==> config.mk <==
export PLATFORM = sky130hd
export DESIGN_NAME = add2_arbiter
export DESIGN_NICKNAME = d
export VERILOG_FILES = /design/src/rtl/add2_arbiter.sv
export SDC_FILE = /design/constraint.sdc
export NUM_CORES = 1
export LEC_CHECK = 0
export ABC_AREA = 1
export ABC_CLOCK_PERIOD_IN_PS = 6600
export CAP_MARGIN = 20
export CORE_MARGIN = 3
export CORE_UTILIZATION = 44
export CTS_CLUSTER_SIZE = 25
export DETAILED_ROUTE_END_ITERATION = 8
export PLACE_DENSITY = 0.95
export SLEW_MARGIN = 20
export SYNTH_ARGS = -nofsm -noshare
export SYNTH_HDL_FRONTEND = slang
export SYNTH_SLANG_ARGS = --single-unit
==> constraint.sdc <==
create_clock -name clk -period 6.6 [get_ports clk]
set_clock_uncertainty 0.05 [all_clocks]
set_input_delay 1.98 -clock clk [delete_from_list [all_inputs] [get_ports clk]]
set_output_delay 1.98 -clock clk [all_outputs]
set_load 0.01 [all_outputs]
==> src/rtl/add2_arbiter.sv <==
// Round-robin arbiter sharing one halving adder ((in1+in2)>>1) among NREQ requesters.
// Define ADD2_ARB_ROUND_EN for round-half-up results through an extra pipeline stage (latency 2).
module add2_arbiter #(
  parameter int WIDTH = 16,
  parameter int NREQ  = 4,
  parameter int TAGW  = 2
) (
  input  logic                  clk,
  input  logic                  rst_n,
  input  logic                  clear,
  input  logic [NREQ-1:0]       req_valid,
  output logic [NREQ-1:0]       req_ready,
  input  logic [NREQ*WIDTH-1:0] req_in1,
  input  logic [NREQ*WIDTH-1:0] req_in2,
  output logic                  res_valid,
  input  logic                  res_ready,
  output logic [WIDTH-1:0]      res_sum,
  output logic [TAGW-1:0]       res_tag
);

  logic [NREQ-1:0]  grant;
  logic [TAGW-1:0]  grant_idx;
  logic [TAGW-1:0]  cand;
  logic [TAGW-1:0]  ptr;
  logic [TAGW-1:0]  next_ptr;
  logic             found;
  logic             slot_free;
  logic             accept;
  logic [WIDTH-1:0] op1;
  logic [WIDTH-1:0] op2;
  logic [WIDTH-1:0] half_hi;
  logic             lsb_adj;
  logic [WIDTH-1:0] half;

  // Scan from ptr upward, wrapping, and take the first valid requester.
  always_comb begin
    grant     = '0;
    grant_idx = '0;
    cand      = '0;
    found     = 1'b0;
    if (slot_free && !clear) begin
      for (int k = 0; k < NREQ; k++) begin
        cand = TAGW'((int'(ptr) + k) % NREQ);
        if (!found && req_valid[cand]) begin
          found     = 1'b1;
          grant_idx = cand;
        end
      end
      if (found) grant[grant_idx] = 1'b1;
    end
  end

  assign req_ready = grant & {NREQ{rst_n}};
  assign accept    = found;
  assign next_ptr  = (grant_idx == TAGW'(NREQ - 1)) ? '0 : grant_idx + 1'b1;

  always_comb begin
    op1 = '0;
    op2 = '0;
    for (int i = 0; i < NREQ; i++) begin
      if (grant[i]) begin
        op1 = req_in1[i*WIDTH +: WIDTH];
        op2 = req_in2[i*WIDTH +: WIDTH];
      end
    end
  end

  // (a+b)>>>1 == (a>>>1)+(b>>>1)+(a0&b0); rounding up swaps the carry for (a0|b0).
  // Same result as the WIDTH+1 bit sum shifted right, and it cannot overflow.
  assign half_hi = {op1[WIDTH-1], op1[WIDTH-1:1]} + {op2[WIDTH-1], op2[WIDTH-1:1]};
`ifdef ADD2_ARB_ROUND_EN
  assign lsb_adj = op1[0] | op2[0];
`else
  assign lsb_adj = op1[0] & op2[0];
`endif
  assign half = half_hi + {{(WIDTH-1){1'b0}}, lsb_adj};

`ifdef ADD2_ARB_ROUND_EN
  logic             s1_valid;
  logic [WIDTH-1:0] s1_sum;
  logic [TAGW-1:0]  s1_tag;
  logic             out_free;

  assign out_free  = !res_valid || res_ready;
  assign slot_free = !s1_valid || out_free;

  // Two-stage pipeline: the stage register only loads when it is empty or draining.
  always_ff @(posedge clk or negedge rst_n) begin
    if (!rst_n) begin
      s1_valid  <= 1'b0;
      s1_sum    <= '0;
      s1_tag    <= '0;
      res_valid <= 1'b0;
      res_sum   <= '0;
      res_tag   <= '0;
      ptr       <= '0;
    end else if (clear) begin
      s1_valid  <= 1'b0;
      res_valid <= 1'b0;
      ptr       <= '0;
    end else begin
      if (out_free) begin
        res_valid <= s1_valid;
        if (s1_valid) begin
          res_sum <= s1_sum;
          res_tag <= s1_tag;
        end
      end
      if (accept) begin
        s1_valid <= 1'b1;
        s1_sum   <= half;
        s1_tag   <= grant_idx;
        ptr      <= next_ptr;
      end else if (out_free) begin
        s1_valid <= 1'b0;
      end
    end
  end
`else
  assign slot_free = !res_valid || res_ready;

  always_ff @(posedge clk or negedge rst_n) begin
    if (!rst_n) begin
      res_valid <= 1'b0;
      res_sum   <= '0;
      res_tag   <= '0;
      ptr       <= '0;
    end else if (clear) begin
      res_valid <= 1'b0;
      ptr       <= '0;
    end else if (accept) begin
      res_valid <= 1'b1;
      res_sum   <= half;
      res_tag   <= grant_idx;
      ptr       <= next_ptr;
    end else if (res_ready) begin
      res_valid <= 1'b0;
    end
  end
`endif

endmodule
==> run_results.csv <==
group,metric,value,unit
synth,synth_fa_ha_area_share,7.26,%
synth,synth_cell_types,34,
drt,drc,0,
layout,fill_cells,546,
clock_tree,cts.sinks,21,
drt,antenna_left,0,
floorplan,die_x,88.1,microns
synth,ys_warn_count,0,
clock_tree,path_clk_slew,80,ps
synth,synth-compound-area-share,14.4,%
timing,rsz0062_at_grt,"no",
global_route,use_met2,53.7,%
synth,synth_area_leaders,"nand2_1 20%, dfrtp_1 18%, nand3_1 10%",
global_route,grt_overflow,0,
global_route,globalRouteMet1Util,33.4,%
clock_tree,cts-root-buf,"clkbuf_8",
timing,hold_viol_final,0,
synth,syn-instance-count,514,
clock_tree,cts_setup_buffers,0,
synth,synthMuxAreaShare,0,%
min_path,hold_class,"flip-flop to flip-flop",
synth,ys_ff_latch,21,
layout,drive_above_1_share,4.99,%
global_route,grt_max_degree,50,
global_route,grt_pass1_vias,4019,
timing,setup_viol,0,
floorplan,core,6420,sq um
floorplan,ios,159,
place,io_buffer_count,158,
synth,syn_nets,666,
timing,setup_tns,0,ps
worst_setup_path,cp_cell_sequence,"clkdlybuf4s50_1, inv_1, nand2_1, nand3_1, nand2_2, nor2_4, nand3_1, nand2_1, nand2_4, inv_4, nand2_1, nor2_1, clkdlybuf4s50_1",
clock_tree,ctsResizeCount,0,
layout,utilization,71.7,%
global_route,grt.total_usage,29.2,%
synth,synth-xor-area-share,1.77,%
worst_setup_path,cpPeakStageDelay,540,ps
worst_setup_path,path_max_fanout,20,
synth,synth_top_area_share,20.3,%
drt,drt_iter0_drc,333,
place,dp.cells,734,
power_and_ir_drop,leakage,2.22,nW
worst_setup_path,end_kind,"primary output",
clock_tree,cts-buffers-inserted,3,
floorplan,rows,29,
clock_tree,hold_buffers,0,
worst_setup_path,crit_arrival,4280,ps
timing,tightest_slew,614,ps
synth,synth_top_area_cell,"nand2_1",
layout,fin_cells,738,
status,status,"finished clean",
drt,via_per_inst,5.40,
synth,synth-seq-area-share,17.7,%
timing,min_period,6310,ps
global_route,antenna_found_initial,0,
worst_setup_path,critical_path.slowest_cell,"clkdlybuf4s50_1",
global_route,grt.met3_usage,5.08,%
power_and_ir_drop,ir_drop,0.000234,V
drt,drt-total-wl,11100,microns
timing,slew-limit-headroom,59.0,%
clock_tree,cts_tree,"yes",
clock_tree,clock_path_buffers,2,
global_route,grt_pass1_wl,18000,microns
worst_setup_path,critPathLaunchType,"input pin",
timing,drv_slew,0,
layout,num-nets-final,814,
floorplan,initial_utilization,46.2,%
global_route,top_usage_layer,"met2",
drt,first_pass_iters,5,
timing,fmax,159,MHz
floorplan,die_area,7760,sq um
worst_setup_path,worstPathRequired,4570,ps
worst_setup_path,path_common_cell,"nand2_1",
place,hpwl,8930,microns
worst_setup_path,crit_type,"input pin to primary output",
synth,yosys.area_share.simple,44.4,%
timing,fin_crit_sh,95.6,%
floorplan,fp.dieH,88.1,microns
job,drv_cap,0,
clock_tree,htreeDepth,1,
layout,areaGrowthSynthToFinish,55.3,%
drt,vias,3986,
clock_tree,clock_latency,260,ps
place,gp_congestion,0.941,
synth,synth_top_family_by_area,"simple AND/OR/NAND/NOR gates",
drt,wl_per_cell,15.0,microns
power_and_ir_drop,powerDensity,417,nW/um^2
synth,syn_avg_cell_area,5.77,sq um
synth,syn_area,2960,sq um
power_and_ir_drop,power,1.92,mW
layout,diodes,0,
[worst max-delay path: cells and delay by family]
kind	cells	cell delay [ps]
buffers and inverters	4	1270
and+or+nand+nor	9	1010
[path summary, 6_finish.rpt]
check / startpoint / to / slack (ps) / cells after the start
max in group asynchronous: rst_n / res_sum[0]$_DFFE_PN0P_ / 4230 / 2
max reg2reg: ptr[0]$_DFFE_PN0P_ / res_sum[10]$_DFFE_PN0P_ / 2210 / 24
min in group asynchronous: rst_n / res_sum[14]$_DFFE_PN0P_ / 2050 / 2
max: req_valid[1] / req_ready[1] / 290 / 13
min reg2reg: res_sum[9]$_DFFE_PN0P_ / res_sum[9]$_DFFE_PN0P_ / 440 / 2
min: res_sum[9]$_DFFE_PN0P_ / res_sum[9]$_DFFE_PN0P_ / 440 / 2
[through the flow]
stage | instance area, sq um | setup WS, ps | hold WS (ps)
4_1_cts | 4600 | 318 | 439
6_report | 4600 | 293 | 436
2_1_floorplan | 2960 | 1350 | 465
3_3_place_gp | 4560 | 396 | 418
3_5_place_dp | 4560 | 326 | 419
5_1_grt | 4600 | 105 | 473
[registers in the layout (all words and copies together), names as in the netlist]
signal / cells
ptr: 2
res_sum: 16
res_tag: 2
res_valid: 1
[per-layer routing]
layer,vias to the layer above,wire [microns]
li1,1946,-
met1,1762,4120
met2,222,5520
met3,56,899
met4,0,548
met5,-,0
[cell usage after synthesis]
library cell,n
fa_1,2
a31oi_1,1
nand3_1,61
xnor2_1,3
nand4_1,13
buf_6,1
a21o_1,2
nand2_1,160
buf_2,13
or2_0,2
xor2_1,3
nand3_2,3
nor2_8,1
a21oi_1,34
o21ai_1,16
inv_4,2
o31ai_1,1
clkinv_1,15
inv_1,53
dfrtp_1,21
nand2_4,3
o21ai_0,25
nor2_4,2
nand3b_2,1
nand2_2,4
o2111ai_1,1
a21boi_0,2
nor3_1,2
ha_1,14
nand3b_1,3
nor2_2,1
buf_4,9
inv_2,4
nor2_1,36
[placed cells by master, fill, tap and decap left out, drive strengths merged]
cell type,instances
o21ai,41
or2,2
xnor2,3
clkdlybuf4s50,158
xor2,3
nor3,2
ha,14
a31oi,1
o31ai,1
inv,59
buf,8
nand3,64
a21boi,2
clkbuf,3
fa,2
a21oi,34
nand2,167
nor2,40
a21o,2
dfrtp,21
o2111ai,1
nand3b,4
nand4,13
clkinv,16
[report_power, final]
part	internal (mW)	leakage (nW)	switching, mW
Clock	0.0421	0.0255	0.0435
Sequential	0.187	0.267	0.0423
Combinational	0.596	1.92	1.01
Total	0.825	2.22	1.10
[cell type report]
| class | count | area, sq um | area share, % |
|---|---|---|---|
| multi-input combinational | 396 | 2010 | 43.7 |
| timing repair buffer | 166 | 1640 | 35.7 |
| sequential | 21 | 526 | 11.4 |
| inverter | 74 | 283 | 6.14 |
| tap | 77 | 96.3 | 2.09 |
| clock buffer | 3 | 41.3 | 0.897 |
| clock inverter | 1 | 5.00 | 0.109 |
[logic make-up (layout without fill, tap and decap cells)]
logic type      count (synthesis)  in the layout
compound gates                 82             82
buf+inv                        97            244
xor+xnor                        6              6
flops                          21             21
fa+ha+maj                      16             16
simple gates                  292            292
No activity file was read; power rests on OpenSTA's default activity.
